[src/rtl/alu_seq_pkg.sv]
`default_nettype none
// ============================================================================
//  Module   : alu_seq_pkg
//  Purpose  : Shared definitions for the ALU command sequencer: default
//             datapath width, arithmetic unit select encodings and the
//             sequencer FSM state type.
//  Ports    : none (package)
//  Revision : 1.0 - initial release
// ============================================================================
package alu_seq_pkg;

  // Default operand/result width; must match the external arithmetic unit.
  localparam int W_DEFAULT = 16;

  // Iteration counter width used when the repeat feature is built.
  localparam int RPT_W = 4;

  // Arithmetic unit select codes.
  typedef enum logic [2:0] {
    OP_ONE  = 3'd0,
    OP_DEC  = 3'd1,
    OP_ADD  = 3'd2,
    OP_SUB  = 3'd3,
    OP_MUL  = 3'd4,
    OP_MULN = 3'd5,
    OP_DBL  = 3'd6,
    OP_INC  = 3'd7
  } alu_op_t;

  // Sequencer FSM states.
  typedef enum logic [1:0] {
    ST_IDLE = 2'd0,
    ST_EXEC = 2'd1,
    ST_RESP = 2'd2
  } seq_state_t;

endpackage : alu_seq_pkg
`default_nettype wire

[src/rtl/alu_sequencer.sv]
`default_nettype none
// ============================================================================
//  Module   : alu_sequencer
//  Purpose  : Command front-end for the shared combinational arithmetic
//             unit. Accepts a command over a valid/ready handshake, drives
//             the unit from registers, captures its result into an
//             accumulator plus carry/zero/equal flags, and returns them over
//             a response handshake.
//  Config   : ALU_SEQ_REPEAT_EN - when defined, cmd_rpt extra iterations
//             are executed, each feeding the previous result back as in_a.
//             When undefined cmd_rpt is ignored and every command runs
//             exactly one EXEC cycle.
//  Ports    : clk, rst_n            - clock, async active-low reset
//             cmd_valid/cmd_ready   - command handshake
//             cmd_op, cmd_a, cmd_b  - select code and operands
//             cmd_use_acc           - take in_a from the accumulator
//             cmd_use_carry         - feed the carry flag into carry_in
//             cmd_rpt               - extra iterations (repeat build only)
//             alu_select, alu_in_a, alu_in_b, alu_carry_in - unit drive
//             alu_out, alu_carry_out, alu_compare          - unit results
//             rsp_valid/rsp_ready   - response handshake
//             rsp_data, rsp_carry, rsp_zero, rsp_eq        - response
//  Revision : 1.0 - initial release
// ============================================================================
module alu_sequencer
  import alu_seq_pkg::*;
#(
  parameter int W = W_DEFAULT
) (
  input  logic             clk,
  input  logic             rst_n,
  // command channel
  input  logic             cmd_valid,
  output logic             cmd_ready,
  input  logic [2:0]       cmd_op,
  input  logic [W-1:0]     cmd_a,
  input  logic [W-1:0]     cmd_b,
  input  logic             cmd_use_acc,
  input  logic             cmd_use_carry,
  input  logic [RPT_W-1:0] cmd_rpt,
  // arithmetic unit drive
  output logic [2:0]       alu_select,
  output logic [W-1:0]     alu_in_a,
  output logic [W-1:0]     alu_in_b,
  output logic             alu_carry_in,
  // arithmetic unit results
  input  logic [W-1:0]     alu_out,
  input  logic             alu_carry_out,
  input  logic             alu_compare,
  // response channel
  output logic             rsp_valid,
  input  logic             rsp_ready,
  output logic [W-1:0]     rsp_data,
  output logic             rsp_carry,
  output logic             rsp_zero,
  output logic             rsp_eq
);

  seq_state_t   r_state;
  logic [W-1:0] r_acc;
  logic         r_carry;
  logic         r_zero;
  logic         r_eq;
  // Remembers cmd_use_carry for carry feedback between repeat iterations.
  logic         r_use_carry;
  logic         w_last_iter;

`ifdef ALU_SEQ_REPEAT_EN
  logic [RPT_W-1:0] r_iter;
  assign w_last_iter = (r_iter == '0);
`else
  // Repeat count is accepted on the port but has no effect in this build.
  logic unused_rpt;
  assign unused_rpt  = ^cmd_rpt;
  assign w_last_iter = 1'b1;
`endif

  // The response fields are the accumulator and flag registers themselves;
  // they only change in EXEC, so they are naturally stable during RESP.
  assign rsp_data  = r_acc;
  assign rsp_carry = r_carry;
  assign rsp_zero  = r_zero;
  assign rsp_eq    = r_eq;

  always_ff @(posedge clk or negedge rst_n) begin
    if (!rst_n) begin
      r_state      <= ST_IDLE;
      cmd_ready    <= 1'b1;
      rsp_valid    <= 1'b0;
      r_acc        <= '0;
      r_carry      <= 1'b0;
      r_zero       <= 1'b0;
      r_eq         <= 1'b0;
      r_use_carry  <= 1'b0;
      alu_select   <= 3'd0;
      alu_in_a     <= '0;
      alu_in_b     <= '0;
      alu_carry_in <= 1'b0;
`ifdef ALU_SEQ_REPEAT_EN
      r_iter       <= '0;
`endif
    end else begin
      case (r_state)
        ST_IDLE: begin
          if (cmd_valid) begin
            alu_select   <= cmd_op;
            alu_in_a     <= cmd_use_acc ? r_acc : cmd_a;
            alu_in_b     <= cmd_b;
            alu_carry_in <= cmd_use_carry & r_carry;
            r_use_carry  <= cmd_use_carry;
`ifdef ALU_SEQ_REPEAT_EN
            r_iter       <= cmd_rpt;
`endif
            cmd_ready    <= 1'b0;
            r_state      <= ST_EXEC;
          end
        end

        ST_EXEC: begin
          // The unit has settled on the registered drive during this cycle.
          r_acc   <= alu_out;
          r_carry <= alu_carry_out;
          r_eq    <= alu_compare;
          r_zero  <= (alu_out == '0);
          if (w_last_iter) begin
            rsp_valid <= 1'b1;
            r_state   <= ST_RESP;
          end else begin
`ifdef ALU_SEQ_REPEAT_EN
            r_iter <= r_iter - 1'b1;
`endif
            alu_in_a     <= alu_out;
            alu_carry_in <= r_use_carry & alu_carry_out;
          end
        end

        ST_RESP: begin
          // cmd_ready only returns after the response handshake, so the
          // two channels can never complete in the same cycle.
          if (rsp_ready) begin
            rsp_valid <= 1'b0;
            cmd_ready <= 1'b1;
            r_state   <= ST_IDLE;
          end
        end

        default: begin
          rsp_valid <= 1'b0;
          cmd_ready <= 1'b1;
          r_state   <= ST_IDLE;
        end
      endcase
    end
  end

endmodule : alu_sequencer
`default_nettype wire
[config.mk]
export PLATFORM = sky130hd
export DESIGN_NAME = alu_sequencer
export DESIGN_NICKNAME = d
export VERILOG_FILES = /design/src/rtl/alu_seq_pkg.sv /design/src/rtl/alu_sequencer.sv
export SDC_FILE = /design/constraint.sdc
export NUM_CORES = 1
export LEC_CHECK = 0
export ABC_CLOCK_PERIOD_IN_PS = 1500
export CORE_MARGIN = 3
export CORE_UTILIZATION = 35
export DETAILED_ROUTE_END_ITERATION = 10
export PLACE_DENSITY = 0.73
export SETUP_SLACK_MARGIN = 0.1
export SLEW_MARGIN = 5
export SYNTH_ARGS = -nofsm -noshare
export SYNTH_HDL_FRONTEND = slang
export SYNTH_SLANG_ARGS = --single-unit
[constraint.sdc]
create_clock -name clk -period 1.5 [get_ports clk]
set_input_delay 0.225 -clock clk [delete_from_list [all_inputs] [get_ports clk]]
set_output_delay 0.225 -clock clk [all_outputs]
set_load 0.01 [all_outputs]
# Word level (Yosys, flattened, before mapping)
# Cells that the tools add are included.
# totals
ff_bits	59
elab_cells	33
in_bits	63
# op_classes
n_reduce_logical	6
n_eq_ne	4
n_mux	9
bitwise_logic	3
# ops
op	count
$logic_not A16 Y1	1
$mux W16	1
$pmux W1 S3	2
$pmux W2 S3	1
$reduce_and A2 Y1	3
$mux W2	2
$ne A2 B2 Y1 const B	2
$mux W1	3
$reduce_and A3 Y1	1
$eq A2 B1 Y1 const B	1
$eq A2 B2 Y1 const B	1
$logic_not A2 Y1	1
$not A1 Y1	2
$and A1 B1 Y1	1

# Longest topological paths before layout
# Gate-level depths: netlist of run 1.
# logic_depth
ltp_word	3
ltp_mapped	5

# Worst setup path before layout of run 1
# No wires, ideal clock.
# synth_path
path_type	reg2reg
from	register r_state[1]
to	register alu_in_b[10]
stages_incl_launch_ff	5
t_arrival_ns	1.198
t_required_ns	1.375
n_path_buf	2
slack_ns	0.177
setup_ns	0.125
cell_sequence	dfrtp_1 -> nor3b_2 -> buf_6 -> buf_6 -> mux2_4
# synth_between
elab_chain_cells	2
# synth_lines
element	line_no	source
start: declaration	alu_sequencer.sv:59	seq_state_t r_state;
start signal: assignment	alu_sequencer.sv:87	r_state <= ST_IDLE;
start signal: assignment	alu_sequencer.sv:115	r_state <= ST_EXEC;
start signal: assignment	alu_sequencer.sv:127	r_state <= ST_RESP;
$logic_not A2 Y1	alu_sequencer.sv:103	case (r_state)
$reduce_and A2 Y1 (no line)	-	
end signal: assignment	alu_sequencer.sv:108	alu_in_b <= cmd_b;
end: declaration	alu_sequencer.sv:44	output logic [W-1:0] alu_in_b,
# Every way passes these cells.
# A chain may end at the register's enable or synchronous reset.

# Worst setup path after layout of run 1
# layout_path
from	input port cmd_valid
to	register alu_in_b[2]
# layout_between
elab_chain_cells	1
# layout_lines
element	line_no	source
start: declaration	alu_sequencer.sv:33	input logic cmd_valid,
$reduce_and A2 Y1 (no line)	-	
# Every way passes these cells.

==> summary.md, run 1 <==
### Layout
* 65.23% — growth of design area from synthesis to finish
* 388 — post-route non-filler standard cell count
* 369 — number of nets in the layout
* 0 — n_diodes
* 23.15% — share of cells above drive strength 1
* 61.53% — utilization after layout

### Floorplan
* 89.37 um — Die X-Extent
* 0.007986 mm^2 — die area
* 120 — number of I/O pins
* 89.37 um — chip height
* 0.006531 mm^2 — placeable core region
* 29 — number of core rows
* 37.24% — effective utilization at floorplan

### Detailed routing
* 0 — DRC violation count after routing
* 3 — number of iterations in the first detailed-routing pass
* 1820 — total via count in the routed design
* 16.56 um — routed length per instance
* 37 — number of DRC markers in iteration 0
* 0 — number of nets with antenna violations after routing
* 6424 um — total wire length
* 4.691 — Vias/cell

### Timing
* 93.33% — part of the cycle the worst path needs
* 0.005763 ns — maximum clock skew at final layout
* 72.65% — headroom to the max-slew limit
* 0 — Final Slew Violations
* 1.400 ns — post-route minimum period
* 0 — Final Setup Violations
* 0.1001 ns — final critical-path setup slack
* 0.4065 ns — transition at the pin with the smallest max-transition slack
* 714.3 MHz — FMAX
* 0 ns — Setup TNS
* 0 — Final Hold Vio Count
* yes — setup repair after global routing missed its margin

### Clock tree
* 9 — TritonCTS buffer count
* sky130_fd_sc_hd__clkbuf_8 — root buffer selected by CTS
* built — TritonCTS clock tree
* 3 — CTS HTree Levels
* 2 — buffers from clock root to sink, at most
* 0.06 ns — clock transition at the register clock pins on the worst setup and hold paths after CTS
* 0.32 ns — clock insertion delay at the later pin of the skew report
* 59 — # clock sinks

### Logic synthesis
* 60.75% — post-synthesis sequential area ratio
* 13.98 um^2 — average cell area after synthesis
* 59 — number of synthesized register bits
* 0 — count of flip-flops with a built-in enable after synthesis
* 174 — synthesized netlist cell count
* 237 — Mapped Nets
* 59.67% — fraction of synthesized cell area taken by the top area cell type
* 0 — number of warnings printed during yosys synthesis
* 22 — Cell variety after synth
* 100.0% — Async SR Flop Fraction
* sky130_fd_sc_hd__dfrtp_1 — most area-hungry cell type in the Yosys netlist
* sky130_fd_sc_hd__dfrtp_1, sky130_fd_sc_hd__mux2_2, sky130_fd_sc_hd__nor2_1 — most instantiated cells after synthesis
* sky130_fd_sc_hd__dfrtp_1 — Most used DFF post-synth
* sky130_fd_sc_hd__dfrtp_1 — most repeated cell in the gate-level netlist after synthesis
* 0.002432 mm^2 — cell area after technology mapping
* sky130_fd_sc_hd__dfrtp_1, sky130_fd_sc_hd__mux2_2, sky130_fd_sc_hd__mux2i_1 — top post-synthesis cells by area

### Setup path
* sky130_fd_sc_hd__clkdlybuf4s50_1 — slowest stage cell, crit path
* 8 — highest net fanout along the worst path
* 2 — Buf/Inv on CP
* 1.60 ns — critical path data arrival time
* in -> reg — classification of the worst setup path
* r_state[1]$_DFFE_PN0P_ — start of the worst register-to-register path
* buffers and inverters — crit-path leading delay family
* clkdlybuf4s50_1 -> nor3b_4 -> bufbuf_16 -> mux2_4 — CP Cell Sequence
* register — kind of end point of the critical path
* 1.70 ns — required arrival time at the worst endpoint
* input port — kind of launch point of the worst setup path
* 0.52 ns — delay of the slowest critical-path stage
* cmd_valid — startpoint of the most critical setup path

### Power
* 0.9401 mV — maximum VDD drop
* 37.0% — sequential share of power
* 0.002462 W — net switching component of the power
* 45.0% — part of the power in combinational logic
* 1.807 nW — Static Leakage
* 18.0% — power share of the clock group
* 1917 mW/mm^2 — power density over the cells
* 31.95% — Net Sw Frac
* 0.005243 W — internal cell power

### Global route
* 15.78% — global-route total usage across every layer
* 0 — antenna violations before repair
* 9487 um — global-route wire length before repair
* 1862 — number of global-route vias before repair
* 0 — total congestion overflow
* 60 — largest net degree at the start of global routing

### Place
* 363 — cell total after placement
* 115 — I/O Buffers
* 0.7226 — Placer Congestion
* -0.2136 ns — Place WS
* 4401 um — DP Wirelength

### Min path
* in -> async — class of the tightest hold or removal check

### Outcome
* finished clean — run status

### Job
* 0 — count of max-cap constraint violations

## worst paths after layout
check	endpoint	slack [ns]	cells after the start
max	alu_in_b[2]$_DFFE_PN0P_	0.10	4
min	alu_in_a[13]$_DFFE_PN0P_	0.45	3
max reg2reg	alu_in_b[2]$_DFFE_PN0P_	0.10	3
min reg2reg	rsp_valid$_DFFE_PN0P_	0.50	1
max in group asynchronous	cmd_ready$_DFFE_PN1P_	0.74	3
min in group clk	alu_carry_in$_DFFE_PN0P_	0.49	3
## worst reg2reg max path, delay by kind of cell (launching register included)
family        cells  cell delay (ns)
buf+inv           1             0.32
mux               1             0.30
flops             1             0.43
simple gates      1             0.24
## power groups by stage
| stage | registers [W] | logic, W | clock network, W |
|---|---|---|---|
| 2_1_floorplan | 0.00322 | 0.00126 | 0 |
| 3_3_place_gp | 0.00288 | 0.00361 | 0 |
| 3_5_place_dp | 0.00291 | 0.00366 | 0 |
| 4_1_cts | 0.00285 | 0.00331 | 0.00142 |
| 5_1_grt | 0.00296 | 0.00375 | 0.00150 |
| 6_report | 0.00285 | 0.00347 | 0.00139 |
## kinds of logic after synthesis
family / synth area share, %
flip-flops: 60.75
AND/OR/NAND/NOR: 5.504
multiplexers: 25.67
buffers and inverters: 3.549
AO/OA/AOI/OAI: 4.527
## routing by layer
layer  up-vias  global-route usage, %  wire (um)
li1        873                      -          -
met2        57                  26.46       3300
met1       884                  20.08       2735
met3         6                  3.134        322
met4         0                  6.089         65
met5         -                      0          0
## sequential cells by signal, indices dropped and copies added, names as in the netlist
name and cells:
rsp_valid 1, alu_carry_in 1, rsp_data 16, alu_in_b 16, rsp_eq 1, r_state 2
alu_select 3, cmd_ready 1, rsp_zero 1, alu_in_a 16, rsp_carry 1
## what timing repair did
item	4_1_cts	5_1_grt
setup endpoints to repair	69	29
pin swaps	1	1
setup buffers	5	0
resized for setup	60	13
hold endpoints to repair	58	0
cloned	1	2
hold buffers	1	0
## final cells by class
cell class | count | area [um^2]
Inverter | 2 | 7.507
Sequential cell | 59 | 1480
Clock inverter | 2 | 35.03
Fill cell | 566 | 2512
Multi-Input combinational cell | 103 | 905.9
Timing Repair Buffer | 131 | 1341
Tap cell | 77 | 96.34
Clock buffer | 14 | 152.6
## through the flow
| step | hold WS (ns) | power, W | cell area, um^2 |
|---|---|---|---|
| floorplan | -0.07059 | 0.004479 | 2432 |
| global placement | 0.2598 | 0.006489 | 3720 |
| detailed placement | 0.2616 | 0.006570 | 3720 |
| CTS | 0.4410 | 0.007582 | 3923 |
| global route | 0.4715 | 0.008210 | 4019 |
| finish | 0.4483 | 0.007705 | 4019 |
## cells in the final DEF, fill, tap and decap left out, types with 4 or more instances in the layout
master,instances
sky130_fd_sc_hd__dlygate4sd2_1,56
sky130_fd_sc_hd__buf_4,4
sky130_fd_sc_hd__dfrtp_1,56
sky130_fd_sc_hd__mux2_2,21
sky130_fd_sc_hd__mux2_4,15
sky130_fd_sc_hd__nor2_1,17
sky130_fd_sc_hd__clkbuf_8,10
sky130_fd_sc_hd__a21oi_1,15
sky130_fd_sc_hd__nor4_1,4
sky130_fd_sc_hd__clkbuf_1,4
sky130_fd_sc_hd__buf_12,6
sky130_fd_sc_hd__clkdlybuf4s50_1,57
sky130_fd_sc_hd__mux2i_1,17
(Power assumes the default switching activity.)
==> run 2, diff against run 1 <==
==> constraint.sdc (replaced) <==
create_clock -name clk -period 1.5 [get_ports clk]
set_input_delay 0.45 -clock clk [delete_from_list [all_inputs] [get_ports clk]]
set_output_delay 0.45 -clock clk [all_outputs]
set_load 0.01 [all_outputs]
==> run 2 against run 1 <==
- count of clock-buffer cells in the layout fell by 2
- highest routed layer unchanged
- fmax decreased by 1.9%
- global-route usage increased by 1.6 points
- non-clock buffer count increased by 25
- total power grew 9.6%
- largest cell class unchanged
- first-iteration DRC count is 140% higher
- worst setup slack got worse by 0.027 ns
==> summary.md, run 2 (synthesized netlist as in run 1, its figures left out) <==
### Layout
* 0 — n_diodes, unchanged
* 0.004156 mm^2 — final non-filler cell area, +3.4%
* 394 — number of nets in the layout, +6.8%
* 53.87% — share of cells above drive strength 1, +31 points
* 70.88% — growth of design area from synthesis to finish
* sky130_fd_sc_hd__dfrtp_1, sky130_fd_sc_hd__clkdlybuf4s50_1, sky130_fd_sc_hd__buf_2 — most frequent cells in the layout

### Detailed routing
* 0 — number of nets with antenna violations after routing, unchanged
* 3780 um — length of routed met2 wiring, +15%
* 0 — DRC violation count after routing, unchanged
* 17.11 um — routed length per instance, +3.4%
* 88 — number of DRC markers in iteration 0, +140%
* 411 um — amount of wire on met3 after detailed routing, +28%
* 4 — number of iterations in the first detailed-routing pass, +1
* 4.860 — Vias/cell, +3.6%
* 2007 — total via count in the routed design, +10%
* 2764 um — metal1 wirelength, +1.1%
* 7067 um — total wire length, +10%
* met4 — top layer in use

### Setup path
* primary output — kind of end point of the critical path
* 0.09 ns — setup slack of the worst register-to-register path, about the same
* cmd_ready$_DFFE_PN1P_ — startpoint of the most critical setup path
* 4 — worst reg-to-reg path cell count, +1
* 0.55 ns — delay of the slowest critical-path stage, +0.03 ns
* reg -> out — classification of the worst setup path
* 1 — number of stages on the worst setup path, -3
* 1 — Buf/Inv on CP, -1
* alu_in_b[14]$_DFFE_PN0P_ — endpoint of the most critical register-to-register path
* flip-flops — crit-path leading delay family
* sky130_fd_sc_hd__dfstp_2 — slowest stage cell, crit path
* r_state[1]$_DFFE_PN0P_ — start of the worst register-to-register path
* cmd_ready — timing endpoint of the critical path
* 0.98 ns — critical path data arrival time, -0.62 ns
* 2 — highest net fanout along the worst path, -6
* buf_6 — CP Cell Sequence
* register — kind of launch point of the worst setup path
* 1.05 ns — required arrival time at the worst endpoint, -0.65 ns

### Power
* 2032 mW/mm^2 — power density over the cells, +6.0%
* 0.9759 mV — maximum VDD drop, +3.8%
* 1.901 nW — Static Leakage, +5.2%

### Clock tree
* 0.33 ns — clock insertion delay at the later pin of the skew report, about the same
* 59 — # clock sinks, unchanged
* sky130_fd_sc_hd__clkbuf_8 — root buffer selected by CTS
* 2 — buffers from clock root to sink, at most, unchanged
* 9 — TritonCTS buffer count, unchanged
* 3 — CTS HTree Levels, unchanged
* built — TritonCTS clock tree
* 0.07 ns — clock transition at the register clock pins on the worst setup and hold paths after CTS, about the same

### Floorplan
* 0.006531 mm^2 — placeable core region, unchanged
* 0.007986 mm^2 — die area, unchanged
* 89.37 um — chip height, unchanged
* 37.24% — effective utilization at floorplan, unchanged
* 120 — number of I/O pins, unchanged
* 89.37 um — Die X-Extent, unchanged
* 29 — number of core rows, unchanged

### Place
* 0.003772 mm^2 — standard cell area after detailed placement, +1.4%
* 0.6986 — Placer Congestion, -3.3%
* 4472 um — DP Wirelength, +1.6%
* 115 — I/O Buffers, unchanged

### Global route
* 10390 um — global-route wire length before repair, +9.5%
* 17.37% — global-route total usage across every layer, +1.6 points
* 2065 — number of global-route vias before repair, +11%
* 0 — total congestion overflow, unchanged
* 0 — antenna violations before repair, unchanged
* 60 — largest net degree at the start of global routing, unchanged

### Timing
* 78.64% — headroom to the max-slew limit, +6.0 points
* 0 — Final Setup Violations, unchanged
* 0 — Final Hold Vio Count, unchanged
* yes — setup repair after global routing missed its margin
* 1.427 ns — post-route minimum period, +0.02664 ns
* 0 ns — Setup TNS, unchanged
* 701.0 MHz — FMAX, -1.9%
* 0 — Final Slew Violations, unchanged
* 95.10% — part of the cycle the worst path needs, +1.8 points
* 0.3205 ns — transition at the pin with the smallest max-transition slack, -0.08605 ns
* 0.006908 ns — maximum clock skew at final layout, +0.001145 ns

### Job
* 0 — count of max-cap constraint violations, unchanged

### Outcome
* finished clean — run status

### Min path
* in -> async — class of the tightest hold or removal check

==> run 2: timing repair <==
item                                    4_1_cts  5_1_grt
gates cloned                                  2        2
gates resized for setup                     233       47
endpoints found under the hold margin         0        0
hold buffers                                  0        0
buffers inserted                             21        3
endpoints found under the setup margin       94       50
pin swaps                                     1        1
==> run 2: worst min-delay path by stage <==
stage | from | endpoint | cells past startpoint | slack (ns)
after global routing | rst_n | alu_in_a[9]$_DFFE_PN0P_ | 2 | 0.11
after detailed placement | alu_in_b[14]$_DFFE_PN0P_ | alu_in_b[14]$_DFFE_PN0P_ | 1 | 0.47
after CTS | rst_n | alu_in_a[9]$_DFFE_PN0P_ | 2 | 0.12
after floorplan | rst_n | alu_carry_in$_DFFE_PN0P_ | 0 | 0.15
final | rst_n | alu_in_a[9]$_DFFE_PN0P_ | 2 | 0.11
after global placement | alu_in_b[12]$_DFFE_PN0P_ | alu_in_b[12]$_DFFE_PN0P_ | 1 | 0.47
==> run 2: per-stage QoR <==
stage / worst slack (ns) / total power (W) / utilization [%] / hold slack, ns / std cells
finish: 0.07345 / 0.008447 / 63.64 / 0.1094 / 413
global route: 0.03469 / 0.008970 / 63.64 / 0.1118 / 413
CTS: 0.06152 / 0.008233 / 62.26 / 0.1224 / 409
detailed placement: -0.4130 / 0.006630 / 57.76 / 0.4737 / 370
global placement: -0.4209 / 0.006533 / 57.76 / 0.4695 / 370
floorplan: 0.1653 / 0.004479 / - / 0.1544 / 174
==> run 2: layer usage <==
| metal | track usage, % | vias to the layer above |
|---|---|---|
| met4 | 6.089 | 0 |
| met2 | 29.81 | 79 |
| li1 | - | 930 |
| met5 | 0 | - |
| met3 | 4.516 | 10 |
| met1 | 21.11 | 988 |
==> run 2: report_power, final <==
| part | switching (W) | total, W | internal (W) |
|---|---|---|---|
| Combinational | 0.00171 | 0.00404 | 0.00233 |
| Sequential | 0.000491 | 0.00288 | 0.00239 |
| Clock | 0.000626 | 0.00152 | 0.000897 |
| Total | 0.00283 | 0.00845 | 0.00562 |
==> run 2: cell type report <==
class	instances	area (um^2)
repair buffers	156	1331
clock buffers	12	165.2
fillers	523	2375
multi-input cells	103	1028
flip-flops and latches	59	1480
clock inverters	4	47.55
inverters	2	7.507
well taps	77	96.34
